$ cat src/rtl/one_to_sixteen_deser.sv
// ---------------------------------------------------------------------------
// one_to_sixteen_deser
//
// Collects a serial bit stream into 16-bit parallel words. Bits are accepted
// with a valid/ready handshake and gathered in an assembly register. On the
// 16th bit the finished word moves into a registered output holding stage.
// That stage is consumed with its own valid/ready handshake. One word of
// overlap is allowed: bits 0..14 of the next word may arrive while the
// previous word is still waiting. Only the 16th bit stalls.
//
// Parameters
//   LSB_FIRST  1: first accepted bit lands in out_data[0]
//              0: first accepted bit lands in out_data[15]
//
// Ports
//   clk        rising-edge clock for all state
//   rst        asynchronous, active-high reset
//   in_bit     serial data bit
//   in_valid   in_bit is valid this cycle
//   in_ready   block can accept in_bit this cycle (combinational)
//   in_flush   synchronous discard of the partial word
//   out_data   assembled parallel word (registered)
//   out_valid  out_data holds an unconsumed word (registered)
//   out_ready  consumer takes out_data this cycle
//   fill_cnt   number of bits in the partial word (0..15)
// ---------------------------------------------------------------------------
module one_to_sixteen_deser #(
  parameter bit LSB_FIRST = 1'b1
) (
  input  logic        clk,
  input  logic        rst,
  input  logic        in_bit,
  input  logic        in_valid,
  output logic        in_ready,
  input  logic        in_flush,
  output logic [15:0] out_data,
  output logic        out_valid,
  input  logic        out_ready,
  output logic [3:0]  fill_cnt
);

  logic [3:0]  fill_q, fill_d;
  logic [15:0] asm_q, asm_d;
  logic [15:0] data_q, data_d;
  logic        valid_q, valid_d;

  logic        in_xfer;
  logic        out_xfer;
  logic        last_bit;
  logic [3:0]  wr_idx;
  logic [15:0] asm_wr;

  // The 16th bit may only enter when the holding stage is empty or is
  // being drained on this same edge.
  assign last_bit = (fill_q == 4'd15);
  assign in_ready = !(last_bit && valid_q && !out_ready);
  assign in_xfer  = in_valid && in_ready;
  assign out_xfer = valid_q && out_ready;

  assign wr_idx = LSB_FIRST ? fill_q : (4'd15 - fill_q);

  // The assembly word with the incoming bit merged in at its slot. It is
  // used for the normal update and for the word loaded on the 16th bit.
  genvar gi;
  generate
    for (gi = 0; gi < 16; gi++) begin : g_wr
      assign asm_wr[gi] = (wr_idx == 4'(gi)) ? in_bit : asm_q[gi];
    end
  endgenerate

  always_comb begin
    fill_d  = fill_q;
    asm_d   = asm_q;
    data_d  = data_q;
    valid_d = valid_q;

    if (out_xfer) begin
      valid_d = 1'b0;
    end

    // Flush wins over a same-edge input transfer. It never touches the
    // holding stage, so a same-edge output transfer still completes.
    if (in_flush) begin
      fill_d = 4'd0;
      asm_d  = 16'h0000;
    end else if (in_xfer) begin
      if (last_bit) begin
        // Word complete. A new load overrides a same-edge drain, so
        // out_valid stays high without a bubble.
        data_d  = asm_wr;
        valid_d = 1'b1;
        fill_d  = 4'd0;
        asm_d   = 16'h0000;
      end else begin
        fill_d = fill_q + 4'd1;
        asm_d  = asm_wr;
      end
    end
  end

  always_ff @(posedge clk or posedge rst) begin
    if (rst) begin
      fill_q  <= 4'd0;
      asm_q   <= 16'h0000;
      data_q  <= 16'h0000;
      valid_q <= 1'b0;
    end else begin
      fill_q  <= fill_d;
      asm_q   <= asm_d;
      data_q  <= data_d;
      valid_q <= valid_d;
    end
  end

  assign out_data  = data_q;
  assign out_valid = valid_q;
  assign fill_cnt  = fill_q;

endmodule
$ cat config.mk
export PLATFORM = sky130hd
export DESIGN_NAME = one_to_sixteen_deser
export DESIGN_NICKNAME = d
export VERILOG_FILES = /design/src/rtl/one_to_sixteen_deser.sv
export SDC_FILE = /design/constraint.sdc
export NUM_CORES = 1
export LEC_CHECK = 0
export CAP_MARGIN = 20
export CORE_ASPECT_RATIO = 1.1
export CORE_UTILIZATION = 50
export DETAILED_ROUTE_END_ITERATION = 10
export PLACE_DENSITY = 0.82
export SLEW_MARGIN = 20
export SYNTH_ARGS = -nofsm -noshare
export SYNTH_HDL_FRONTEND = slang
export SYNTH_SLANG_ARGS = --single-unit
$ cat constraint.sdc
create_clock -name clk -period 4.14 [get_ports clk]
set_input_delay 0.621 -clock clk [delete_from_list [all_inputs] [get_ports clk]]
set_output_delay 0.621 -clock clk [all_outputs]
set_load 0.005 [all_outputs]
==> key figures, run 1 <==
Timing
  • Post-route fraction of the period consumed by the critical path: 63.5%
  • Worst Setup Slack, final: 1510 ps
  • Worst Max-Slew Pin Slew: 882 ps
  • Final clock skew: 15.7 ps
  • RSZ-0062 raised after global routing: false
  • Maximum clock frequency: 0.380 GHz
  • Final number of setup-violating endpoints: 0
  • Max-slew violation count: 0
  • Final worst hold slack: 489 ps
  • Number of hold violations in the final report: 0
  • Total Negative Setup Slacks: 0 ps
  • Remaining max-slew budget at the tightest pin: 41.0%
  • Time the worst path needs with I/O delays and setup: 2630 ps

Global routing
  • Number of global-route vias before repair: 1282
  • Remaining Overflow, GRT: 0
  • First-pass GRT wire length: 6.02 mm
  • Global routing usage summed across all routing layers: 21.6%
  • Largest net degree at the start of global routing: 22
  • Initial antenna violation count: 0

Worst setup path
  • Critical Path End Type: primary output
  • Library cell appearing most often on the critical path: clkdlybuf4s50_1
  • Family with the most delay on the worst path: buffers and inverters
  • Start-to-end type of the worst setup path: input pin to primary output
  • Required time of the critical path: 3520 ps
  • Maximum fanout along the worst path: 6
  • Startpoint class of the critical path: input pin
  • Slowest cell delay on critical path: 460 ps
  • Data arrival time of the worst path: 2010 ps
  • Ordered list of cells on the worst path: clkdlybuf4s50_1, nor2b_1, nand2_1, clkdlybuf4s50_1
  • Master of the slowest instance on the critical path: clkdlybuf4s50_1
  • Critical path buffer and inverter count: 2

Clock network
  • Number of hold-repair buffers added at the cts stage: 0
  • Setup fix buffers added after clock tree synthesis: 0
  • Number of clock sinks seen by CTS: 36
  • CTS root buf: clkbuf_4
  • Clock insertion delay at the later pin of the skew report: 350 ps
  • Post-cts repair resize count: 0
  • Maximum clock path buffer count: 2
  • Clock-pin slew of the registers on the worst-case setup and hold paths: 90 ps
  • H-Tree Depth: 2
  • CTS tree: built
  • Inserted Clock Buffers: 5

Detailed routing
  • Drt initial violations: 74
  • Total number of vias: 1294
  • Final routed wire length divided by cell count: 14.4 um
  • DRT antenna net count: 0
  • DRT Pass-1 Iters: 4
  • Total DRC errors in the routed layout: 0
  • Total Routed Length: 3.55 mm
  • Mean number of vias per cell: 5.24

Final layout
  • Fraction of layout cells with a size suffix above 1: 7.04%
  • Ant. Diodes: 0
  • Number of nets in the final layout: 208
  • Growth of design area from synthesis to finish: 20.3%
  • Multi-input combinational cell area: 732 sq um
  • Register cell area after layout: 901 sq um
  • Final Cell Area: 2200 sq um
  • Final design utilization: 64.3%
  • Layout filler cell count: 301

Logic synthesis
  • Post-synth top flop: dfrtp_1
  • Total of flip-flops plus latches after synthesis: 36
  • Average instance area after synthesis: 10.6 sq um
  • Count of unique library cells instantiated by Yosys: 29
  • Number of nets produced by synthesis: 182
  • Gate count after technology mapping: 172
  • Fraction of the yosys area taken by sequential cells: 49.3%
  • Total standard cell area after synthesis: 1830 sq um
  • Share of flip-flops with an asynchronous set or reset: 100%
  • Number of synthesized flops with an enable pin: 0
  • Number of warnings issued by yosys: 0

Place
  • IO Port Bufs: 27
  • Total cell area at the placement stage: 2140 sq um
  • Half-perimeter wire length after placement: 2.46 mm
  • RePlAce Congestion: 0.770
  • Worst-case setup slack after placement: 1480 ps

Floorplanning
  • Number of cell rows: 22
  • Height of the chip: 65.4 um
  • Overall die area: 3900 sq um
  • Die W: 59.6 um
  • Ports: 28
  • Starting utilization of the core area: 53.5%
  • Core region area: 3410 sq um

Power
  • Leakage: 0.00101 uW
  • Worst IR drop on VDD: 0.174 mV
  • Power per cell area: 277 nW/um^2

Status
  • Outcome: finished clean

Hold path
  • HP Class: register to register

Job
  • Max-cap violation count: 0
## cells in the mapped netlist, types with 2 or more instances
| cell | n | area share (%) |
|---|---|---|
| dfrtp_1 | 36 | 49 |
| nand3b_1 | 8 | 3.3 |
| clkbuf_1 | 4 | 0.82 |
| a21oi_1 | 2 | 0.55 |
| buf_2 | 4 | 1.1 |
| inv_1 | 35 | 7.2 |
| ha_1 | 4 | 2.7 |
| mux2i_1 | 31 | 17 |
| nor2_1 | 3 | 0.62 |
| nand2_1 | 5 | 1.0 |
| nand3_1 | 4 | 1.1 |
| buf_4 | 2 | 0.82 |
| nor3b_1 | 4 | 1.6 |
| o22ai_1 | 15 | 5.1 |
## path summary, 6_finish.rpt
check	start	to	slack (ps)	cells past startpoint
hold / removal	out_data[15]	out_data[15]	490	1
max in group asynchronous	rst	fill_cnt[0]	3030	3
setup reg to reg	fill_cnt[2]	out_data[3]	1870	4
hold reg to reg	out_data[15]	out_data[15]	490	1
min in group asynchronous	rst	out_data[6]	590	2
setup / recovery	out_ready	in_ready	1510	4
## registers in the layout, indices dropped and copies added, names as in the netlist
signal	cells
out_data	16
asm_q	15
fill_cnt	4
out_valid	1
## routing by layer
layer  share of wire, %  global-route usage [%]  vias up
li1                   -                       -      627
met1                 45                    26.9      623
met2                 49                    34.0       32
met3                4.1                    4.33       12
met4                2.7                    13.7        0
met5                  0                       0        -
## logic make-up (layout without fill, tap and decap cells)
group                    count (synthesis)  after routing  synth area share (%)
adder cells (fa/ha/maj)                  4              4                  2.74
multiplexers                            33             33                  18.2
buffers and inverters                   46             73                  10.6
AND/OR/NAND/NOR                         32             32                  11.4
AO/OA/AOI/OAI                           21             21                  7.68
flip-flops                              36             36                  49.3
## where the power goes
part           total, uW  internal, uW  leakage (uW)  switching (uW)
sequential           360           355      0.000422            4.78
combinational       54.3          23.3      0.000553            30.9
clock                194          83.8     0.0000326             110
total                608           462       0.00101             146
## through the flow
stage,std cells,power (uW)
CTS,247,616
floorplan,172,399
detailed placement,239,421
finish,247,608
global placement,238,416
global route,247,635
## cell type report
class	instances	area share, %
Multi-Input combinational cell	90	33.3
Tap cell	48	2.74
Sequential cell	36	41.0
Inverter	35	5.98
Timing Repair Buffer	30	14.2
Clock buffer	8	2.68
## cells in the final DEF (no fill, tap or decap), types with 2 or more instances in the layout
cell type	instances
nor2_1	3
nand2_1	5
clkbuf_4	5
mux2i_1	31
nor3b_1	4
clkbuf_1	2
buf_4	2
a21oi_1	2
nand3b_1	8
ha_1	4
inv_1	35
clkdlybuf4s50_1	27
nand3_1	4
dfrtp_1	36
o22ai_1	15
Power figures use the tool's default switching activity.
==> inputs of run 2 (changes only) <==
==> constraint.sdc (replaced) <==
create_clock -name clk -period 2.56 [get_ports clk]
set_input_delay 0.384 -clock clk [delete_from_list [all_inputs] [get_ports clk]]
set_output_delay 0.384 -clock clk [all_outputs]
set_load 0.005 [all_outputs]
==> run 2 against run 1 <==
Effect of this change:
- global-route usage shrank 0.10 points
- first-iteration DRC count shrank 9.5%
- sequential power grew 62%
- clock power grew 59%
- critical path type is now register to primary output
- largest cell class unchanged
==> key figures, run 2 (synthesis gave the netlist of run 1 again) <==
Job
  • Max-cap violation count: 0 (unchanged)

Detailed routing
  • Final routed wire length divided by cell count: 13.6 um (was 14.4 um)
  • Total Routed Length: 3.38 mm (was 3.55 mm)
  • Drt initial violations: 67 (was 74)
  • Total number of vias: 1278 (was 1294)
  • Total DRC errors in the routed layout: 0 (unchanged)
  • DRT antenna net count: 0 (unchanged)
  • Mean number of vias per cell: 5.15 (was 5.24)
  • DRT Pass-1 Iters: 4 (unchanged)

Status
  • Outcome: finished clean (unchanged)

Floorplanning
  • Ports: 28 (unchanged)
  • Overall die area: 3900 sq um (unchanged)
  • Core region area: 3410 sq um (unchanged)
  • Starting utilization of the core area: 53.5% (unchanged)
  • Die W: 59.6 um (unchanged)
  • Height of the chip: 65.4 um (unchanged)
  • Number of cell rows: 22 (unchanged)

Place
  • Half-perimeter wire length after placement: 2.36 mm (was 2.46 mm)
  • RePlAce Congestion: 0.863 (was 0.770)
  • IO Port Bufs: 27 (unchanged)

Final layout
  • Highest-count cells in the layout ignoring fill and taps: 36 x dfrtp_1, 35 x inv_1, 31 x mux2i_1 (unchanged)
  • Number of flip-flops in the largest register: 16 (unchanged)
  • Layout filler cell count: 284 (was 301)
  • Number of nets in the final layout: 209 (was 208)
  • Fraction of layout cells with a size suffix above 1: 7.50% (was 7.04%)
  • Ant. Diodes: 0 (unchanged)
  • Growth of design area from synthesis to finish: 19.6% (was 20.3%)
  • Final design utilization: 64.0% (was 64.3%)
  • Most frequent standard cell in the layout excluding fill and tap cells: dfrtp_1 (unchanged)

Timing
  • Max-slew violation count: 0 (unchanged)
  • Total Negative Setup Slacks: 0 ps (unchanged)
  • RSZ-0062 raised after global routing: false (unchanged)
  • Final clock skew: 5.36 ps (was 15.7 ps)
  • Remaining max-slew budget at the tightest pin: 58.6% (was 41.0%)
  • Worst Max-Slew Pin Slew: 621 ps (was 882 ps)
  • Time the worst path needs with I/O delays and setup: 2330 ps
  • Post-route fraction of the period consumed by the critical path: 90.9%
  • Final number of setup-violating endpoints: 0 (unchanged)
  • Number of hold violations in the final report: 0 (unchanged)
  • Maximum clock frequency: 0.430 GHz

Clock network
  • CTS tree: built (unchanged)
  • Inserted Clock Buffers: 5 (unchanged)
  • Clock-pin slew of the registers on the worst-case setup and hold paths: 100 ps (was 90 ps)
  • Number of clock sinks seen by CTS: 36 (unchanged)
  • Setup fix buffers added after clock tree synthesis: 0 (unchanged)
  • Clock insertion delay at the later pin of the skew report: 320 ps (was 350 ps)
  • CTS root buf: clkbuf_4 (unchanged)
  • Maximum clock path buffer count: 2 (unchanged)
  • H-Tree Depth: 2 (unchanged)
  • Post-cts repair resize count: 0 (unchanged)
  • Number of hold-repair buffers added at the cts stage: 0 (unchanged)

Worst setup path
  • Start-to-end type of the worst setup path: register to primary output (was input pin to primary output)
  • Required time of the critical path: 2180 ps (was 3520 ps)
  • Family with the most delay on the worst path: flip-flops (was buffers and inverters)
  • Maximum fanout along the worst path: 21 (was 6)
  • Startpoint class of the critical path: register (was input pin)
  • Master of the slowest instance on the critical path: dfrtp_1 (was clkdlybuf4s50_1)
  • Data arrival time of the worst path: 1940 ps (was 2010 ps)
  • Ordered list of cells on the worst path: and3_1, nand2_1, clkdlybuf4s50_1 (was clkdlybuf4s50_1, nor2b_1, nand2_1, clkdlybuf4s50_1)
  • Critical path buffer and inverter count: 1 (was 2)
  • Slowest cell delay on critical path: 750 ps (was 460 ps)
  • Critical Path End Type: primary output (unchanged)

Power
  • Leakage: 0.00101 uW (about the same)
  • Power per cell area: 446 nW/um^2 (was 277 nW/um^2)
  • Worst IR drop on VDD: 0.335 mV (was 0.174 mV)

Global routing
  • Initial antenna violation count: 0 (unchanged)
  • Largest net degree at the start of global routing: 37 (was 22)
  • Global routing usage summed across all routing layers: 21.5% (was 21.6%)
  • First-pass GRT wire length: 6.17 mm (was 6.02 mm)
  • Remaining Overflow, GRT: 0 (unchanged)
  • Number of global-route vias before repair: 1353 (was 1282)

Hold path
  • HP Class: input pin to asynchronous set/reset pin (was register to register)
-- run 2: cell count changes in the layout (fill, tap and decap cells not counted), sizes merged --
cell / before / now
buf: 3 / 4
-- run 2: routing by layer --
| metal | part of all wire [%] | vias to the layer above | global-route usage [%] |
|---|---|---|---|
| li1 | - | 629 | - |
| met1 | 45 | 614 | 28.5 |
| met2 | 50 | 28 | 34.0 |
| met3 | 3.1 | 7 | 4.92 |
| met4 | 1.4 | 0 | 8.72 |
| met5 | 0 | - | 0 |
-- run 2: through the flow --
stage / setup slack [ps] / cell area (sq um) / power [uW] / hold WS (ps) / cells
floorplan: 818 / 1830 / 646 / 483 / 172
global placement: 472 / 2120 / 673 / 472 / 240
detailed placement: 395 / 2120 / 676 / 477 / 240
CTS: 239 / 2180 / 983 / 459 / 248
global route: 87.7 / 2180 / 1020 / 502 / 248
finish: 234 / 2180 / 974 / 452 / 248
-- run 2: worst register-to-register path, delay by kind of cell, from the launching register on --
family                   cells  cell delay [ps]
AND/OR/NAND/NOR              2              870
flip-flops                   1              460
adder cells (fa/ha/maj)      1              300
AO/OA/AOI/OAI                1              260
-- run 2: final timing paths --
path	cells after the start	slack, ps	endpoint	from
setup / recovery	3	230	in_ready	fill_cnt[3]
hold / removal	3	450	out_data[8]	rst
setup reg to reg	4	590	fill_cnt[3]	fill_cnt[0]
hold reg to reg	1	490	out_data[15]	out_data[15]
max in group asynchronous	3	1780	fill_cnt[0]	rst
min in group clk	1	490	out_data[15]	out_data[15]
-- run 2: where the power goes --
part           switching (uW)  internal, uW  total [uW]  leakage [uW]
logic                    48.7          34.5        83.3      0.000551
clock network             173           136         309     0.0000326
registers                7.86           574         582      0.000422
-- run 2: area by class of cell --
cell class	count	area (sq um)	area share, %
Timing Repair Buffer	31	300	13.8
Multi-Input combinational cell	90	732	33.5
Tap cell	48	60.1	2.75
Clock buffer	8	58.8	2.69
Sequential cell	36	901	41.3
Inverter	35	131	6.02
